--- src/rtl/nibble_serial_adder.sv ---
// nibble_serial_adder
//   Multi-cycle WIDTH-bit adder/subtractor built around one 4-bit
//   carry-lookahead cell. An accepted operand pair is processed one nibble
//   per cycle, least significant nibble first. Each nibble's carry-out is
//   registered and becomes the carry-in of the next nibble.
//
// Ports
//   clk        rising-edge clock
//   rst        synchronous, active-high reset
//   in_valid   operand pair present
//   in_ready   block can accept an operand pair (high only in IDLE)
//   X, Y       operands A and B (WIDTH bits)
//   Cin        carry-in for add; ignored when Sub=1
//   Sub        1: compute X - Y as X + ~Y + 1
//   out_valid  result valid (high only in DONE)
//   out_ready  consumer accepts result
//   S          sum/difference, modulo 2^WIDTH
//   Cout       carry out of the MSB (for Sub: 1 = no borrow)
//   Ovf        two's-complement signed overflow
//
// Timing: operands accepted in cycle t, nibble k processed in cycle t+1+k,
// out_valid high from cycle t+N+1 (N = WIDTH/4).

module nibble_serial_adder #(
    parameter int WIDTH = 16
) (
    input  logic             clk,
    input  logic             rst,
    input  logic             in_valid,
    output logic             in_ready,
    input  logic [WIDTH-1:0] X,
    input  logic [WIDTH-1:0] Y,
    input  logic             Cin,
    input  logic             Sub,
    output logic             out_valid,
    input  logic             out_ready,
    output logic [WIDTH-1:0] S,
    output logic             Cout,
    output logic             Ovf
);

    localparam int N  = WIDTH / 4;
    localparam int IW = (N > 1) ? $clog2(N) : 1;
    localparam logic [IW-1:0] LAST_IDX = IW'(N - 1);

    typedef enum logic [1:0] {
        IDLE,
        RUN,
        DONE
    } state_t;

    state_t           state_q, state_d;
    logic [WIDTH-1:0] a_q;       // operand A
    logic [WIDTH-1:0] b_q;       // effective operand B' (inverted for subtract)
    logic             carry_q;   // carry into the current nibble
    logic [IW-1:0]    idx_q;     // nibble being processed

    logic [3:0]       a_nib, b_nib, cell_sum;
    logic             cell_cout;

    // 4-bit carry-lookahead cell: all carries from generate/propagate terms.
    function automatic logic [4:0] cla4(input logic [3:0] a,
                                        input logic [3:0] b,
                                        input logic       c0);
        logic [3:0] g, p;
        logic [4:0] c;
        g    = a & b;
        p    = a ^ b;
        c[0] = c0;
        c[1] = g[0] | (p[0] & c[0]);
        c[2] = g[1] | (p[1] & g[0]) | (p[1] & p[0] & c[0]);
        c[3] = g[2] | (p[2] & g[1]) | (p[2] & p[1] & g[0])
             | (p[2] & p[1] & p[0] & c[0]);
        c[4] = g[3] | (p[3] & g[2]) | (p[3] & p[2] & g[1])
             | (p[3] & p[2] & p[1] & g[0]) | (p[3] & p[2] & p[1] & p[0] & c[0]);
        return {c[4], p ^ c[3:0]};
    endfunction

    assign a_nib = a_q[{idx_q, 2'b00} +: 4];
    assign b_nib = b_q[{idx_q, 2'b00} +: 4];
    assign {cell_cout, cell_sum} = cla4(a_nib, b_nib, carry_q);

    assign in_ready  = (state_q == IDLE);
    assign out_valid = (state_q == DONE);

    // NOTE: sequential state is written with non-blocking assignments so every
    // register samples the pre-edge values, independent of statement order.
    always_ff @(posedge clk) begin
        if (rst) state_q <= IDLE;
        else     state_q <= state_d;
    end

    // NOTE: the next-state default is assigned first so no path leaves
    // state_d unassigned, which would otherwise infer a latch.
    always_comb begin
        state_d = state_q;
        case (state_q)
            IDLE:    if (in_valid)          state_d = RUN;
            RUN:     if (idx_q == LAST_IDX) state_d = DONE;
            DONE:    if (out_ready)         state_d = IDLE;
            default:                        state_d = IDLE;
        endcase
    end

    // NOTE: the operand registers are reset along with the visible results;
    // they are only a few flops, and a defined value keeps the first
    // post-reset cycles free of X on the cell inputs.
    always_ff @(posedge clk) begin
        if (rst) begin
            a_q     <= '0;
            b_q     <= '0;
            carry_q <= 1'b0;
            idx_q   <= '0;
            S       <= '0;
            Cout    <= 1'b0;
            Ovf     <= 1'b0;
        end else begin
            case (state_q)
                IDLE: begin
                    if (in_valid) begin
                        a_q     <= X;
                        b_q     <= Y ^ {WIDTH{Sub}};
                        carry_q <= Sub | Cin;   // subtract forces the +1
                        idx_q   <= '0;
                        S       <= '0;
                    end
                end
                RUN: begin
                    S[{idx_q, 2'b00} +: 4] <= cell_sum;
                    carry_q                <= cell_cout;
                    idx_q                  <= idx_q + IW'(1);
                    if (idx_q == LAST_IDX) begin
                        Cout <= cell_cout;
                        // Same-sign operands producing a different-sign result.
                        Ovf  <= (a_q[WIDTH-1] == b_q[WIDTH-1]) &&
                                (cell_sum[3] != a_q[WIDTH-1]);
                    end
                end
                default: ;
            endcase
        end
    end

endmodule

--- config.mk ---
export PLATFORM = sky130hd
export DESIGN_NAME = nibble_serial_adder
export DESIGN_NICKNAME = d
export VERILOG_FILES = /design/src/rtl/nibble_serial_adder.sv
export SDC_FILE = /design/constraint.sdc
export NUM_CORES = 1
export LEC_CHECK = 0
export ABC_AREA = 1
export CORE_MARGIN = 2
export CORE_UTILIZATION = 50
export DETAILED_ROUTE_END_ITERATION = 7
export GPL_TIMING_DRIVEN = 0
export PLACE_DENSITY = 0.79
export SETUP_SLACK_MARGIN = 0.05
export SYNTH_ARGS = -nofsm -noshare
export SYNTH_HDL_FRONTEND = slang
export SYNTH_SLANG_ARGS = --single-unit
--- constraint.sdc ---
create_clock -name clk -period 3 [get_ports clk]
set_input_delay 0.3 -clock clk [delete_from_list [all_inputs] [get_ports clk]]
set_output_delay 0.3 -clock clk [all_outputs]
set_load 0.03 [all_outputs]
; Word-level counts from Yosys, hierarchy flattened
; Cells that the tools add are included.
[op_classes]
add_sub_neg = 2
mul = 0
n_div = 0
magnitude_cmp = 0
eq_ne = 8
n_shift = 4
n_mux = 11
bitwise = 31
n_reduce_logical = 7
[op_table]
columns = op, count
row1 = one-hot mux 16 bit (2 select lines), 1
row2 = variable part select 16 x 5 -> 4 bit, 2
row3 = bitwise AND 1 bit, 16
row4 = bitwise mux 16 bit, 1
row5 = 2-to-1 mux 16 bit, 1
row6 = variable shift 4 x 6 -> 16 bit (first input constant), 1
row7 = variable part select 4 x 6 -> 16 bit, 1
row8 = bitwise XOR 16 bit, 1
row9 = bitwise OR 1 bit, 11
row10 = 2-to-1 mux 2 bit, 4
row11 = bitwise XOR 4 bit, 2
row12 = negator 4 -> 6 bit, 1
row13 = one-hot mux 2 bit (3 select lines), 1
row14 = AND reduction 2 bit, 3
row15 = bitwise AND 4 bit, 1
row16 = == test 2 bit (second input constant), 2
row17 = inequality test 2 bit (second input constant), 2
row18 = one-hot mux 2 bit (2 select lines), 1
row19 = AND reduction 3 bit, 1
row20 = adder 2 x 1 -> 2 bit (second input constant), 1
row21 = == test 2 x 1 -> 1 bit (second input constant), 1
row22 = zero test 2 bit, 1
row23 = inequality test 2 x 1 -> 1 bit (second input constant), 1
row24 = one-hot mux 1 bit (2 select lines), 1
row25 = 5 further kinds, 5
[word_totals]
register_bits = 55
latchBits = 0
mem_bits_rw = 0
mem_bits_ro = 0
input_bits = 38
out_inout_bits = 20
n_memories = 0

; Longest topological paths before layout
; Gate-level depths: netlist (run 1).
[logic_depth]
depth_word = 10
mapped_depth = 16
mapped_depth_nobuf = 15

; Least setup slack after synthesis (run 1)
; Ideal clock, no wire load.
[synth_timing]
path_type = reg2reg
start = register idx_q[0]
end = register S[14]
setup_time_ns = 0.070
arrival_ns = 2.014
t_required_ns = 2.930
setup_slack_ns = 0.916
stages_incl_launch_ff = 12
path_cell_list = dfxtp_1 -> inv_1 -> clkbuf_1 -> nor2_1 -> o22ai_1 -> ha_1 -> nand3_1 -> nand3_1 -> xor2_1 -> nor2_1 -> nand3_1 -> a21oi_1
[synth_via]
elab_chain_cells = 10
elab_cells_between_ends = 25
[synth_rtl]
columns = item, line
row1 = start: declaration, 56  ; logic [IW-1:0] idx_q;
row2 = start signal: assignment, 131  ; idx_q <= idx_q + IW'(1);
row3 = variable part select 16 x 5 -> 4 bit (on tied branches), "79, 80"
row4 = bitwise XOR 4 bit / bitwise AND 4 bit (equally long branches), "68, 67"
row5 = bitwise AND 1 bit (on tied branches), "72, 73"
row6 = bitwise OR 1 bit (tied with other cells), 72  ; c[3] = g[2] | (p[2] & g[1]) | (p[2] & p[1] & g[0])
row7 = bitwise OR 1 bit / bitwise AND 1 bit (equally long branches), "72, 73"
row8 = bitwise OR 1 bit, 73  ; | (p[2] & p[1] & p[0] & c[0]);
row9 = bitwise XOR 4 bit, 76  ; return {c[4], p ^ c[3:0]};
row10 = variable part select 4 x 6 -> 16 bit, 129  ; S[{idx_q, 2'b00} +: 4] <= cell_sum;
row11 = bitwise mux 16 bit *, 129
row12 = one-hot mux 16 bit (2 select lines) *, 118  ; case (state_q)
row13 = end signal: indexed assignment, 129
row14 = end: declaration, 37  ; output logic [WIDTH-1:0] S,
; Every way passes the cells marked *; elsewhere a longest branch is shown, timed or not.
; A chain may end at the register's enable or synchronous reset.

; Worst setup path in the final report (run 1)
; Same ends and word-level chain as after synthesis.

==> results_dict.tcl, run 1 <==
set metrics [dict create \
    ys.flop_type "dfxtp_1" \
    hold_buffers 0 \
    final_antenna_net_count 0 \
    topRoutingLayerUsed "met4" \
    cts.htree.levels 2 \
    avgSynthCellArea_sq_um 7.67 \
    synth.distinct_cells 32 \
    max_stage_delay_ps 420 \
    cts.repair.resized 0 \
    wirelength_mm 6.23 \
    required_ps 3240 \
    worstPathMaxFanout 10 \
    wl_met1_mm 2.85 \
    grt_pass1_wl_mm 10.5 \
    grt_use_total_pct 21.7 \
    worstSkewPairLatency_ps 310 \
    whs_path_depth 2 \
    drcViolationCount 0 \
    viasPerCell 5.10 \
    final_layout_size_suffix_gt1_share_pct 7.77 \
    hp-class "in -> reg" \
    syn_nets 397 \
    io_pins 58 \
    ys_ff_latch 55 \
    wl_met3_um 262 \
    skew_ps 3.85 \
    drt-initial-drc-count 151 \
    final_cell_area_sq_mm 0.00342 \
    crit_slowest_cell "dfxtp_1" \
    slew_viol_final 0 \
    cts_setup_buffers 0 \
    synth_area_sq_mm 0.00268 \
    grt_max_degree 16 \
    routedWlPerCell_um 12.9 \
    numCtsBuffers 5 \
    overflow 0 \
    antenna_found_initial 0 \
    syn-instance-count 349 \
    critical_path_class "reg -> reg" \
    place_congestion 0.847 \
    tns_ps 0 \
    crit_path_end_kind "flop" \
    start_util_pct 52.1 \
    clockBufferDepth 2 \
    layout_common_cells "nor2_1, dfxtp_1, clkdlybuf4s50_1" \
    root_buffer "clkbuf_8" \
    async_flop_share_pct 0 \
    cts_num_sinks 55 \
    vias 2459 \
    antenna-diode-count 0 \
    cpMostUsedCell "nand3_1" \
    clk_pin_slew_ps 90 \
    coreArea_sq_mm 0.00514 \
    syn_to_final_growth_pct 27.6 \
    cts_tree "built" \
    setup_viol 0 \
    p_per_area_mw_per_mm2 489 \
    drv_cap 0 \
    dpl_cell_area_sq_mm 0.00332 \
    leakage_nw 1.35 \
    fin_nets 459 \
    chipWidth_um 77.2 \
    wl_met2_mm 3.03 \
    dr.pass1.iters 4 \
    hold_viol 0 \
    arrival_ps 2900 \
    worstMarginPinSlew_ps 549 \
    synth_edf_count 0 \
    grt_setup_unrepaired "no" \
    grt_pass1_vias 2335 \
    io_buffers 55 \
    outcome "finished, final reports clean" \
    min_period_over_period_pct 88.7 \
    dp_hpwl_mm 4.73 \
    holdWs_ps 319 \
    max_slew_margin_pct 63.4 \
    ys_seq_area_share_pct 41.1 \
    ys_warn_count 0 \
    r2r_cells 11 \
    period_minus_slack_ps 2660 \
    die_area_sq_mm 0.00596 \
    ir_drop_v 0.000255 \
    die_y_um 77.2 \
    start_kind "flop" \
    fmax_mhz 376 \
    rows 26 \
    path_cells "buf_2, buf_2, nor2_1, o22ai_1, ha_1, nand3_1, nand3_1, xor2_1, nor2_1, nand3_1, a21oi_1" \
    final_common_cell "nor2_1" \
]
cells in the mapped netlist, types with 3 or more instances:
cell type / count / area, sq um
a211oi_1: 16 / 120
a21oi_1: 17 / 85.1
buf_2: 6 / 30.0
buf_4: 3 / 22.5
clkbuf_1: 8 / 30.0
dfxtp_1: 55 / 1100
ha_1: 9 / 113
inv_1: 21 / 78.8
nand2_1: 38 / 143
nand3_1: 11 / 55.1
nor2_1: 77 / 289
nor2_2: 3 / 18.8
o21ai_0: 36 / 180
o22ai_1: 8 / 50.1
xnor2_1: 16 / 140
power by group:
| part | total (mW) | switching, mW | internal, mW |
|---|---|---|---|
| Sequential | 0.807 | 0.0296 | 0.778 |
| Combinational | 0.416 | 0.241 | 0.175 |
| Clock | 0.446 | 0.235 | 0.211 |
| Total | 1.67 | 0.506 | 1.16 |
per-stage QoR:
stage	power [mW]	util, %	instances	worst slack, ps
after detailed placement	1.24	64.5	474	368
after CTS	1.67	66.5	482	331
after floorplan	1.10	-	349	916
after global routing	1.75	66.5	482	88.3
after global placement	1.23	64.5	474	451
final	1.67	66.5	482	339
routing by layer:
layer,vias to the layer above,GRT usage (%)
met3,9,4.00
met4,0,6.25
met1,1127,27.7
met2,56,37.4
met5,-,0
li1,1267,-
worst paths after layout:
path         startpoint  endpoint  slack [ps]
max reg2reg    idx_q[0]     S[14]         340
min reg2reg        S[8]      S[8]         470
max            idx_q[0]     S[14]         340
min                 rst  idx_q[0]         320
cell families after synthesis:
family	after synthesis	synth area share (%)
simple gates	138	22.1
compound gates	85	18.5
flops	55	41.1
buf+inv	43	7.38
xor+xnor	18	5.89
fa+ha+maj	10	4.95
flip-flops by register name (all words and copies together), names as in the netlist:
signal	cells
S	16
a_q	16
b_q	16
idx_q	2
state_q	2
Cout	1
Ovf	1
carry_q	1
area by class of cell:
type,count,area (sq um)
plain buffers,19,105
clock buffers,8,100
fillers,491,1720
inverters,24,92.6
multi-input cells,251,1380
flip-flops and latches,55,1100
well taps,70,87.6
repair buffers,55,551
worst max-delay path: cells and delay by family (launching register included):
family	cells	cell delay [ps]
AND/OR/NAND/NOR	5	600
buffers and inverters	2	570
AO/OA/AOI/OAI	2	500
flip-flops	1	420
adder cells (fa/ha/maj)	1	320
XOR/XNOR	1	170
(Power assumes the default switching activity.)
==> run 2: changes to the inputs <==
- clock period: 3 -> 2.73 ns (I/O delays scaled with it)
==> run 2 against run 1 <==
Against the previous run:
- non-clock buffer count did not move
- maximum frequency grew 7.2%
- wire length decreased by 0.24%
- final area up 0.62%
- utilization up 0.41 points
- critical path type unchanged
- highest routed layer unchanged
==> results_dict.tcl, run 2 (synthesized netlist as in run 1, its figures left out) <==
set metrics [dict create \
    final_cell_count_no_fill 482 \
    root_buffer "clkbuf_8" \
    hold_viol 0 \
    io_pins 58 \
    syn_to_final_growth_pct 28.4 \
    setup_ws_ps 249 \
    switching_share_pct 30.1 \
    start_util_pct 52.1 \
    final_layout_size_suffix_gt1_share_pct 8.98 \
    worstSkewPairLatency_ps 310 \
    ir_drop_v 0.000280 \
    required_ps 2970 \
    final_cell_area_sq_mm 0.00344 \
    vias 2460 \
    grt_pass1_wl_mm 10.5 \
    clk_pin_slew_ps 90 \
    multi_input_area_sq_mm 0.00139 \
    die_y_um 77.2 \
    skew_ps 5.45 \
    regArea_sq_mm 0.00110 \
    fillCellCount 488 \
    period_minus_slack_ps 2480 \
    drv_cap 0 \
    final_common_cell "nor2_1" \
    combPwrFrac_pct 25.3 \
    clockBufferDepth 2 \
    cts_tree "built" \
    arrival_ps 2720 \
    dr.pass1.iters 4 \
    drt-initial-drc-count 136 \
    routedWlPerCell_um 12.9 \
    io_buffers 55 \
    slew_viol_final 0 \
    wirelength_mm 6.21 \
    worstMarginPinSlew_ps 448 \
    drcViolationCount 0 \
    pre_cts_slack_ps 98.4 \
    rrSetupSlack_ps 250 \
    setup_viol 0 \
    tns_ps 0 \
    max_slew_margin_pct 70.1 \
    grt_max_degree 16 \
    crit_path_end_kind "flop" \
    rows 26 \
    coreArea_sq_mm 0.00514 \
    antenna_found_initial 0 \
    final_antenna_net_count 0 \
    grt_pass1_vias 2335 \
    min_period_over_period_pct 90.9 \
    dp_hpwl_mm 4.73 \
    cts_num_sinks 55 \
    worstPathMaxFanout 10 \
    fmax_mhz 403 \
    p_int_mw 1.28 \
    place_congestion 0.847 \
    dp_cells 474 \
    antenna-diode-count 0 \
    dpl_cell_area_sq_mm 0.00332 \
    p_per_area_mw_per_mm2 534 \
    numCtsBuffers 5 \
    die_area_sq_mm 0.00596 \
    viasPerCell 5.10 \
    fin_util_pct 66.9 \
    outcome "finished, final reports clean" \
    layout_common_cells "nor2_1, dfxtp_1, clkdlybuf4s50_1" \
    seq_power_share_pct 48.3 \
    chipWidth_um 77.2 \
    pwr-share-clk_pct 26.4 \
    critical_path_class "reg -> reg" \
    hp-class "in -> reg" \
    fin_nets 459 \
    top_regs "S (16), a_q (16), b_q (16)" \
    p_sw_mw 0.552 \
    grt_use_total_pct 21.7 \
    hold_buffers 0 \
    leakage_nw 1.36 \
    grt_setup_unrepaired "no" \
    start_kind "flop" \
    overflow 0 \
    cts.htree.levels 2 \
]
## run 2: cell types whose count changed in the layout (fill, tap and decap cells not counted)
cell,previous run,this run
clkbuf_1,9,6
o22ai_2,0,2
clkbuf_4,0,2
o22ai_1,8,6
buf_2,6,4
clkbuf_2,0,3
## run 2: layout make-up
class,instances,share of cell area [%]
Inverter,24,2.69
Clock buffer,8,2.91
Buffer,19,3.31
Multi-Input combinational cell,251,40.5
Sequential cell,55,32.0
Tap cell,70,2.55
Timing Repair Buffer,55,16.0
## run 2: power groups by stage
stage               clock [mW]  combinational (mW)  sequential, mW
finish                   0.484               0.463           0.887
global route             0.515               0.518           0.893
CTS                      0.489               0.456           0.887
detailed placement           0               0.454           0.906
global placement             0               0.448           0.903
floorplan                    0               0.304           0.907
## run 2: worst max-delay path: stages, from the launching register on
cell and delay, ps:
dfxtp_1 430, clkbuf_4 260, clkbuf_4 250, nor2_1 70, o22ai_1 200, ha_1 330
nand2_1 80, nor2_1 40, nor2_1 130, nand2_1 70, nand2_1 90, nand3_1 70
nor2_1 200, nand2_1 80, a21oi_1 130
## run 2: what timing repair did
item | CTS | global route
setup endpoints to repair | 0 | 14
setup buffers | 0 | 0
resized for setup | 0 | 10
## run 2: routing by layer
metal / up-vias / track usage [%] / part of all wire (%)
met1: 1112 / 27.7 / 45
met3: 10 / 4.00 / 4.9
met5: - / 0 / 0
met2: 68 / 37.4 / 49
met4: 0 / 6.25 / 1.4
li1: 1270 / - / -
## run 2: through the flow
stage,hold slack [ps],total power [mW]
finish,303,1.83
global route,316,1.93
CTS,287,1.83
detailed placement,455,1.36
global placement,447,1.35
floorplan,436,1.21
## run 2: worst paths after layout
check | from | endpoint | cells after the start
worst max-delay path | idx_q[0] | S[7] | 14
worst min-delay path | rst | idx_q[0] | 2
worst max register to register | idx_q[0] | S[7] | 14
worst min register to register | S[8] | S[8] | 2
